$ cat src/rtl/mmm_pkg.sv
// ----------------------------------------------------------------------------
// mmm_pkg
//   Shared types for the branch-resolution path.
//   - resolution_t : one resolved-branch outcome as seen by fetch/predictor
//   - bu_state_t   : branch_unit_ctrl acceptance state
//   - BRANCH_INSN_BYTES : fall-through distance for a not-taken branch
// ----------------------------------------------------------------------------
package mmm_pkg;

    localparam int RES_XLEN          = 32;
    localparam int BRANCH_INSN_BYTES = 4;

    typedef struct packed {
        logic [RES_XLEN-1:0] pc;
        logic [RES_XLEN-1:0] target;
        logic                taken;
        logic                mispredict;
        logic                valid;
    } resolution_t;

    typedef enum logic [1:0] {
        RESET = 2'd0,
        RUN   = 2'd1,
        HOLD  = 2'd2
    } bu_state_t;

    // A not-taken branch can only be wrong on direction; a taken branch can
    // be wrong on direction or on the predicted target.
    function automatic logic is_mispredict(input logic taken,
                                           input logic wrong_taken,
                                           input logic wrong_target);
        return taken ? (wrong_taken | wrong_target) : wrong_taken;
    endfunction

endpackage : mmm_pkg

$ cat src/rtl/branch_unit_ctrl_if.sv
// ----------------------------------------------------------------------------
// branch_unit_ctrl_if
//   Bundles the branch-ALU side (operands/flags + handshake), the frontend
//   side (flush, outcome valid/ready) and the statistics counters.
//   master : branch ALU / frontend (drives *_i, observes *_o)
//   slave  : branch_unit_ctrl
// ----------------------------------------------------------------------------
interface branch_unit_ctrl_if #(
    parameter int XLEN  = mmm_pkg::RES_XLEN,
    parameter int CNT_W = 32
);
    import mmm_pkg::*;

    logic              ops_valid_i;
    logic              ops_ready_o;
    logic              taken_i;
    logic              wrong_taken_i;
    logic              wrong_target_i;
    logic [XLEN-1:0]   pc_i;
    logic [XLEN-1:0]   target_i;
    logic              flush_i;
    logic              res_ready_i;
    resolution_t       res_o;
    logic [CNT_W-1:0]  n_branch_o;
    logic [CNT_W-1:0]  n_mispred_o;

    modport master (
        output ops_valid_i, taken_i, wrong_taken_i, wrong_target_i,
               pc_i, target_i, flush_i, res_ready_i,
        input  ops_ready_o, res_o, n_branch_o, n_mispred_o
    );

    modport slave (
        input  ops_valid_i, taken_i, wrong_taken_i, wrong_target_i,
               pc_i, target_i, flush_i, res_ready_i,
        output ops_ready_o, res_o, n_branch_o, n_mispred_o
    );

endinterface : branch_unit_ctrl_if

$ cat src/rtl/branch_outcome_fifo.sv
// ----------------------------------------------------------------------------
// branch_outcome_fifo
//   DEPTH-entry FIFO of resolution_t (DEPTH >= 1, any value, not only 2^n).
//   Ports:
//     clk_i, rst_n_i  clock / async active-low reset
//     flush_i         drop all entries (overrides push and pop)
//     push_i, push_data_i   write one entry (ignored when full)
//     pop_i           retire head entry (ignored when empty)
//     head_o          head entry; all-zero with valid=0 when empty
//     full_o, empty_o occupancy flags
// ----------------------------------------------------------------------------
module branch_outcome_fifo
    import mmm_pkg::*;
#(
    parameter int DEPTH = 2
) (
    input  logic        clk_i,
    input  logic        rst_n_i,
    input  logic        flush_i,
    input  logic        push_i,
    input  resolution_t push_data_i,
    input  logic        pop_i,
    output resolution_t head_o,
    output logic        full_o,
    output logic        empty_o
);

    localparam int PTR_W = (DEPTH > 1) ? $clog2(DEPTH) : 1;
    localparam int OCC_W = $clog2(DEPTH + 1);

    logic [PTR_W-1:0] wr_ptr_q, wr_ptr_d;
    logic [PTR_W-1:0] rd_ptr_q, rd_ptr_d;
    logic [OCC_W-1:0] count_q,  count_d;
    logic             push_ok, pop_ok;

    resolution_t mem_q [DEPTH];

    // Pointers wrap explicitly so a non-power-of-2 DEPTH works.
    function automatic logic [PTR_W-1:0] next_ptr(input logic [PTR_W-1:0] p);
        return (p == PTR_W'(DEPTH - 1)) ? '0 : p + PTR_W'(1);
    endfunction

    assign full_o  = (count_q == OCC_W'(DEPTH));
    assign empty_o = (count_q == '0);
    assign push_ok = push_i && !full_o  && !flush_i;
    assign pop_ok  = pop_i  && !empty_o && !flush_i;

    always_comb begin
        // NOTE: every combinational output gets a default first, so no path
        // leaves a signal unassigned and no latch is inferred.
        wr_ptr_d = wr_ptr_q;
        rd_ptr_d = rd_ptr_q;
        count_d  = count_q;
        if (flush_i) begin
            wr_ptr_d = '0;
            rd_ptr_d = '0;
            count_d  = '0;
        end else begin
            if (push_ok) wr_ptr_d = next_ptr(wr_ptr_q);
            if (pop_ok)  rd_ptr_d = next_ptr(rd_ptr_q);
            unique case ({push_ok, pop_ok})
                2'b10:   count_d = count_q + OCC_W'(1);
                2'b01:   count_d = count_q - OCC_W'(1);
                default: count_d = count_q;
            endcase
        end
    end

    // NOTE: sequential state uses non-blocking assignments only, so every
    // flop samples the pre-edge value of every other flop.
    always_ff @(posedge clk_i or negedge rst_n_i) begin
        if (!rst_n_i) begin
            wr_ptr_q <= '0;
            rd_ptr_q <= '0;
            count_q  <= '0;
        end else begin
            wr_ptr_q <= wr_ptr_d;
            rd_ptr_q <= rd_ptr_d;
            count_q  <= count_d;
        end
    end

    // NOTE: storage is deliberately not reset; empty_o masks stale contents,
    // which keeps the array a plain RAM/regfile without reset muxes.
    always_ff @(posedge clk_i) begin
        if (push_ok) mem_q[wr_ptr_q] <= push_data_i;
    end

    always_comb begin
        head_o = '0;
        if (!empty_o) begin
            head_o       = mem_q[rd_ptr_q];
            head_o.valid = 1'b1;
        end
    end

endmodule : branch_outcome_fifo

$ cat src/rtl/branch_unit_ctrl.sv
// ----------------------------------------------------------------------------
// branch_unit_ctrl
//   Branch-resolution controller between the branch ALU and the frontend.
//   Classifies each accepted branch, queues the outcome in a DEPTH-entry FIFO
//   delivered over valid/ready, and stops accepting after a mispredict until
//   the frontend signals flush_i. Also keeps saturating statistics.
//   Ports:
//     clk_i, rst_n_i  clock / async active-low reset
//     bu (slave)      ops_valid_i/ops_ready_o, taken_i, wrong_taken_i,
//                     wrong_target_i, pc_i, target_i, flush_i,
//                     res_ready_i/res_o, n_branch_o, n_mispred_o
//   XLEN must equal mmm_pkg::RES_XLEN (resolution_t field width).
// ----------------------------------------------------------------------------
module branch_unit_ctrl
    import mmm_pkg::*;
#(
    parameter int DEPTH = 2,
    parameter int XLEN  = RES_XLEN,
    parameter int CNT_W = 32
) (
    input  logic               clk_i,
    input  logic               rst_n_i,
    branch_unit_ctrl_if.slave  bu
);

    bu_state_t        state_q, state_d;
    logic [CNT_W-1:0] n_branch_q,  n_branch_d;
    logic [CNT_W-1:0] n_mispred_q, n_mispred_d;

    logic             fifo_full, fifo_empty;
    logic             fifo_flush;
    logic             accept;
    logic             mispredict;
    logic             pop;
    logic [XLEN-1:0]  fall_through;
    resolution_t      entry;
    resolution_t      head;

    // Ready depends on registered state only, never on res_ready_i, so the
    // frontend's ready cannot form a combinational loop through the ALU.
    assign bu.ops_ready_o = (state_q == RUN) && !fifo_full;

    // A flush in the same cycle cancels the push (and the statistics update).
    assign accept     = bu.ops_valid_i && bu.ops_ready_o && !bu.flush_i;
    assign fifo_flush = bu.flush_i && (state_q != RESET);
    assign pop        = !fifo_empty && bu.res_ready_i;

    assign mispredict   = is_mispredict(bu.taken_i, bu.wrong_taken_i, bu.wrong_target_i);
    // Carry out of the PC is discarded: the sequential PC wraps at 2^XLEN.
    assign fall_through = bu.pc_i + XLEN'(BRANCH_INSN_BYTES);

    always_comb begin
        entry            = '0;
        entry.pc         = bu.pc_i;
        entry.target     = bu.taken_i ? bu.target_i : fall_through;
        entry.taken      = bu.taken_i;
        entry.mispredict = mispredict;
        entry.valid      = 1'b1;
    end

    branch_outcome_fifo #(
        .DEPTH (DEPTH)
    ) u_fifo (
        .clk_i       (clk_i),
        .rst_n_i     (rst_n_i),
        .flush_i     (fifo_flush),
        .push_i      (accept),
        .push_data_i (entry),
        .pop_i       (pop),
        .head_o      (head),
        .full_o      (fifo_full),
        .empty_o     (fifo_empty)
    );

    assign bu.res_o = head;

    // State machine: one idle cycle out of reset, then RUN; a mispredicted
    // branch parks it in HOLD so wrong-path branches are not accepted.
    always_comb begin
        state_d = state_q;
        unique case (state_q)
            RESET: state_d = RUN;
            RUN: begin
                if (bu.flush_i)                  state_d = RUN;
                else if (accept && mispredict)   state_d = HOLD;
            end
            HOLD: begin
                if (bu.flush_i)                  state_d = RUN;
            end
            default: state_d = RESET;
        endcase
    end

    // Saturating counters: stick at all-ones rather than wrapping to zero.
    always_comb begin
        n_branch_d  = n_branch_q;
        n_mispred_d = n_mispred_q;
        if (accept) begin
            if (n_branch_q != '1)
                n_branch_d = n_branch_q + CNT_W'(1);
            if (mispredict && (n_mispred_q != '1))
                n_mispred_d = n_mispred_q + CNT_W'(1);
        end
    end

    always_ff @(posedge clk_i or negedge rst_n_i) begin
        if (!rst_n_i) begin
            state_q     <= RESET;
            n_branch_q  <= '0;
            n_mispred_q <= '0;
        end else begin
            state_q     <= state_d;
            n_branch_q  <= n_branch_d;
            n_mispred_q <= n_mispred_d;
        end
    end

    assign bu.n_branch_o  = n_branch_q;
    assign bu.n_mispred_o = n_mispred_q;

endmodule : branch_unit_ctrl
$ cat src/flat_wrapper.sv
// flat-port wrapper written by rule: the top's interface ports become plain ports
module branch_unit_ctrl_flat import mmm_pkg::*;
#(
    parameter int DEPTH = 2,
    parameter int XLEN  = RES_XLEN,
    parameter int CNT_W = 32
)
  (clk_i, rst_n_i, bu_ops_valid_i, bu_taken_i, bu_wrong_taken_i, bu_wrong_target_i, bu_pc_i, bu_target_i, bu_flush_i, bu_res_ready_i, bu_ops_ready_o, bu_res_o, bu_n_branch_o, bu_n_mispred_o);
  branch_unit_ctrl_if #(.XLEN(XLEN), .CNT_W(CNT_W)) bu_i ();
  input  logic clk_i;
  input  logic rst_n_i;
  input wire logic [$bits(bu_i.ops_valid_i)-1:0] bu_ops_valid_i;
  input wire logic [$bits(bu_i.taken_i)-1:0] bu_taken_i;
  input wire logic [$bits(bu_i.wrong_taken_i)-1:0] bu_wrong_taken_i;
  input wire logic [$bits(bu_i.wrong_target_i)-1:0] bu_wrong_target_i;
  input wire logic [$bits(bu_i.pc_i)-1:0] bu_pc_i;
  input wire logic [$bits(bu_i.target_i)-1:0] bu_target_i;
  input wire logic [$bits(bu_i.flush_i)-1:0] bu_flush_i;
  input wire logic [$bits(bu_i.res_ready_i)-1:0] bu_res_ready_i;
  output wire logic [$bits(bu_i.ops_ready_o)-1:0] bu_ops_ready_o;
  output wire logic [$bits(bu_i.res_o)-1:0] bu_res_o;
  output wire logic [$bits(bu_i.n_branch_o)-1:0] bu_n_branch_o;
  output wire logic [$bits(bu_i.n_mispred_o)-1:0] bu_n_mispred_o;
  assign bu_i.ops_valid_i = bu_ops_valid_i;
  assign bu_i.taken_i = bu_taken_i;
  assign bu_i.wrong_taken_i = bu_wrong_taken_i;
  assign bu_i.wrong_target_i = bu_wrong_target_i;
  assign bu_i.pc_i = bu_pc_i;
  assign bu_i.target_i = bu_target_i;
  assign bu_i.flush_i = bu_flush_i;
  assign bu_i.res_ready_i = bu_res_ready_i;
  assign bu_ops_ready_o = bu_i.ops_ready_o;
  assign bu_res_o = bu_i.res_o;
  assign bu_n_branch_o = bu_i.n_branch_o;
  assign bu_n_mispred_o = bu_i.n_mispred_o;
  branch_unit_ctrl #(.DEPTH(DEPTH), .XLEN(XLEN), .CNT_W(CNT_W)) u_core (.clk_i(clk_i), .rst_n_i(rst_n_i), .bu(bu_i));
endmodule
$ cat config.mk
export PLATFORM = sky130hd
export DESIGN_NAME = branch_unit_ctrl_flat
export DESIGN_NICKNAME = d
export VERILOG_FILES = /design/src/rtl/mmm_pkg.sv /design/src/rtl/branch_unit_ctrl_if.sv /design/src/rtl/branch_outcome_fifo.sv /design/src/rtl/branch_unit_ctrl.sv /design/src/flat_wrapper.sv
export SDC_FILE = /design/constraint.sdc
export NUM_CORES = 1
export LEC_CHECK = 0
export ABC_AREA = 1
export CORE_UTILIZATION = 40
export DETAILED_ROUTE_END_ITERATION = 6
export PLACE_DENSITY = 0.71
export SLEW_MARGIN = 20
export SYNTH_ARGS = -nofsm -noshare
export SYNTH_HDL_FRONTEND = slang
export SYNTH_SLANG_ARGS = --single-unit
$ cat constraint.sdc
create_clock -name clk_i -period 5.35 [get_ports clk_i]
set_input_delay 1.07 -clock clk_i [delete_from_list [all_inputs] [get_ports clk_i]]
set_output_delay 1.07 -clock clk_i [all_outputs]
set_load 0.02 [all_outputs]
==> results.tsv <==
metric	value	unit
share of cells above drive strength 1	4.53	%
nets	1605	
Post-CTS Resized	0	
number of port buffers	203	
#FFs+latches synth	202	
clock latency on the worst-skew pair	0.53	ns
Starting DRT DRC Count	740	
R2R depth	7	
# IOs	204	
LEAKAGE	5.56	nW
syn_area_per_cell	8.01	µm²
Largest stage delay, worst path	0.65	ns
area leader, netlist	edfxtp_1	
post-synthesis cell type count	35	
Hold Path Class	reg -> reg	
max-cap check violation count	0	
H-tree Lvls	1	
Hold EP	u_core.state_q[0]	
Crit. path cell count	5	
Slew headroom	39.2	%
gpl congestion	0.942	
period utilization	73.0	%
worst r2r dst	u_core.u_fifo.mem_q[1][1]	
Ys Warns	0	
post-synthesis cell count	1330	
critical path fanouts, max	39	
Reg2Reg Setup Slack	2.79	ns
Critical Path AT	2.84	ns
Area contributors post-synth	edfxtp_1, nand2_1, dfrtp_1, nor2_1, a21oi_1	
Post-synth EDFFs	132	
CTS sink cnt	202	
Final Util	52.6	%
final setup fails	0	
Final ANT Viol Nets	0	
Synth top cells by count	nand2_1, nor2_1, edfxtp_1	
Mapped Nets	1406	
hold_sp	u_core.state_q[0]	
die span in x	165	µm
CP Class	reg -> out	
Worst Setup SP	u_core.u_fifo.rd_ptr_q	
first-pass GRT wire length	47000	µm
Site Rows	59	
clock power share	28.9	%
gr busiest metal	met2	
Pins Over Slew Limit	0	
status	finished clean	
First-pass DRT Iterations	5	
hold violation total from the final report	0	
Syn Std Cell Area	10700	µm²
area of the multi-input gates	4550	µm²
met1 Usage GRT	29.6	%
Crit-path slowest cell	clkdlybuf4s50_1	
vias after detailed routing	9551	
initial antenna violation count	1	
gr usage total	22.1	%
Crit Reg-Reg Startpoint	u_core.u_fifo.count_q[0]	
routed length per instance	15.9	µm
Root Driver	clkbuf_16	
Critical Path RT	4.28	ns
GR Layer Usage met2	36.4	%
CP Launch Type	flop	
sequential share of the synthesized area	53.7	%
Primary FF master, synth	edfxtp_1	
DPL Wire Length	21500	µm
Num CTS Buffers	24	
Pwr Density	386	nW/µm²
Hold Buf Count CTS	0	
core box area	26100	µm²
pin count of the biggest net entering global routing	68	
hold path depth	1	
minimum clock period	3.91	ns
Final Skew	0.0187	ns
Net Sw Frac	35.7	%
clock-pin transition on the worst setup and hold timing paths	0.06	ns
CP delay by family, top	buffers and inverters	
clk buf depth	3	
Die Area	27300	µm²
Starting Density	40.9	%
Fin Setup TNS	0	ns
RSZ-0062 raised after global routing	no	
area growth from synthesis to layout	28.8	%
register area	5720	µm²
Peak Freq	256	MHz
Worst setup EP type	primary output	
worst-path cell chain	inv_2 -> buf_4 -> nand2_1 -> a21oi_1 -> clkdlybuf4s50_1	
Gate power share	34.4	%
top-count cell post-synth	nand2_1	
WP buf/inv	3	
Seq pwr share	36.7	%
vias in the first global route	9007	
fillers	2426	
met3 usage	4.35	%
asr flop ratio synth	34.7	%
die height	165	µm
DRC	0	
maximum VDD drop	0.000376	V
vias per cell	5.07	
total grt overflow	0	
post-CTS setup buffers	0	
P_int	3.41	mW
drt total wl	30000	µm
Slew @ Worst Pin	0.910	ns
CTS tree	done	
Switch Pwr	1.89	mW
top-area cell type share of the netlist area	37.2	%
## cells in the final DEF (no fill, tap or decap), types with 2 or more instances in the layout
master           instances
nand2_2                  3
a21oi_1                 74
nor3_1                   3
inv_6                    2
or2_2                    2
nand2_1                666
inv_2                    2
inv_1                   46
nand4_1                  3
a21o_1                   2
ha_1                     4
clkinv_1                 2
clkbuf_16               24
xor2_1                  20
nor2_1                 153
buf_4                    9
o21ai_0                 22
clkdlybuf4s50_1        202
nand2_4                  3
nand3b_1                36
xnor2_1                 19
clkbuf_1                 5
clkinv_2                 7
edfxtp_1               132
nand3_1                 15
nor2_4                   6
dfrtp_1                 69
## registers in the layout (all words and copies together) (netlist names)
name and count:
u_core.u_fifo.mem_q 132, u_core.bu.n_branch_o 32, u_core.bu.n_mispred_o 32, u_core.state_q 2, u_core.u_fifo.count_q 2, u_core.u_fifo.rd_ptr_q 1, u_core.u_fifo.wr_ptr_q 1
## routing by layer
| layer | part of all wire (%) | up-vias |
|---|---|---|
| met1 | 43 | 4481 |
| met2 | 47 | 357 |
| li1 | - | 4660 |
| met3 | 7.0 | 53 |
| met5 | 0 | - |
| met4 | 2.5 | 0 |
## worst reg2reg max path, stage by stage, from the launching register on
cell	delay (ns)
dfrtp_1	0.44
inv_1	0.07
nand2_1	0.09
nand2_1	0.11
nor2_4	0.19
inv_1	0.15
nor2_4	0.69
buf_4	0.48
## area by class of cell
cell class	instances	area share [%]
Clock buffer	29	4.52
Timing Repair Buffer	212	15.3
Clock inverter	14	0.830
Inverter	50	1.42
Tap cell	335	3.06
Sequential cell	202	41.7
Multi-Input combinational cell	1039	33.2
Antenna cell	1	0.0182
## worst max-delay path by stage
stage                                             to  slack [ns]
after floorplan            u_core.u_fifo.mem_q[0][0]        0.61
after global placement    u_core.u_fifo.mem_q[1][22]        1.80
after detailed placement  u_core.u_fifo.mem_q[1][22]        1.77
after CTS                               bu_res_o[54]        1.40
after global routing                    bu_res_o[54]        1.23
final                                   bu_res_o[63]        1.44
## per-stage QoR
stage	worst slack (ns)	cells	hold slack (ns)	area, µm²	total power [mW]
6_report	1.44	1882	0.472	13700	5.30
5_1_grt	1.23	1881	0.495	13700	5.56
4_1_cts	1.40	1881	0.477	13700	5.36
3_5_place_dp	1.77	1838	0.469	13000	3.82
3_3_place_gp	1.80	1838	0.453	13000	3.79
2_1_floorplan	0.612	1330	0.443	10700	2.96
## power by group through the flow
stage | registers (mW) | clock network [mW] | logic [mW]
2_1_floorplan | 1.99 | 0 | 0.974
6_report | 1.94 | 1.53 | 1.82
4_1_cts | 1.94 | 1.57 | 1.85
5_1_grt | 1.96 | 1.62 | 1.98
3_3_place_gp | 1.97 | 0 | 1.82
3_5_place_dp | 1.97 | 0 | 1.84
## kinds of logic (layout without fill, tap and decap cells)
family / count (synthesis) / count (layout) / share of synthesized area, %
XOR/XNOR: 39 / 39 / 3.21
adder cells (fa/ha/maj): 4 / 4 / 0.470
AND/OR/NAND/NOR: 896 / 896 / 34.1
AO/OA/AOI/OAI: 100 / 100 / 4.77
buffers and inverters: 89 / 305 / 3.79
flip-flops: 202 / 202 / 53.7
other: 0 / 1 / 0
Note: power is estimated with default switching activity, not from simulation.
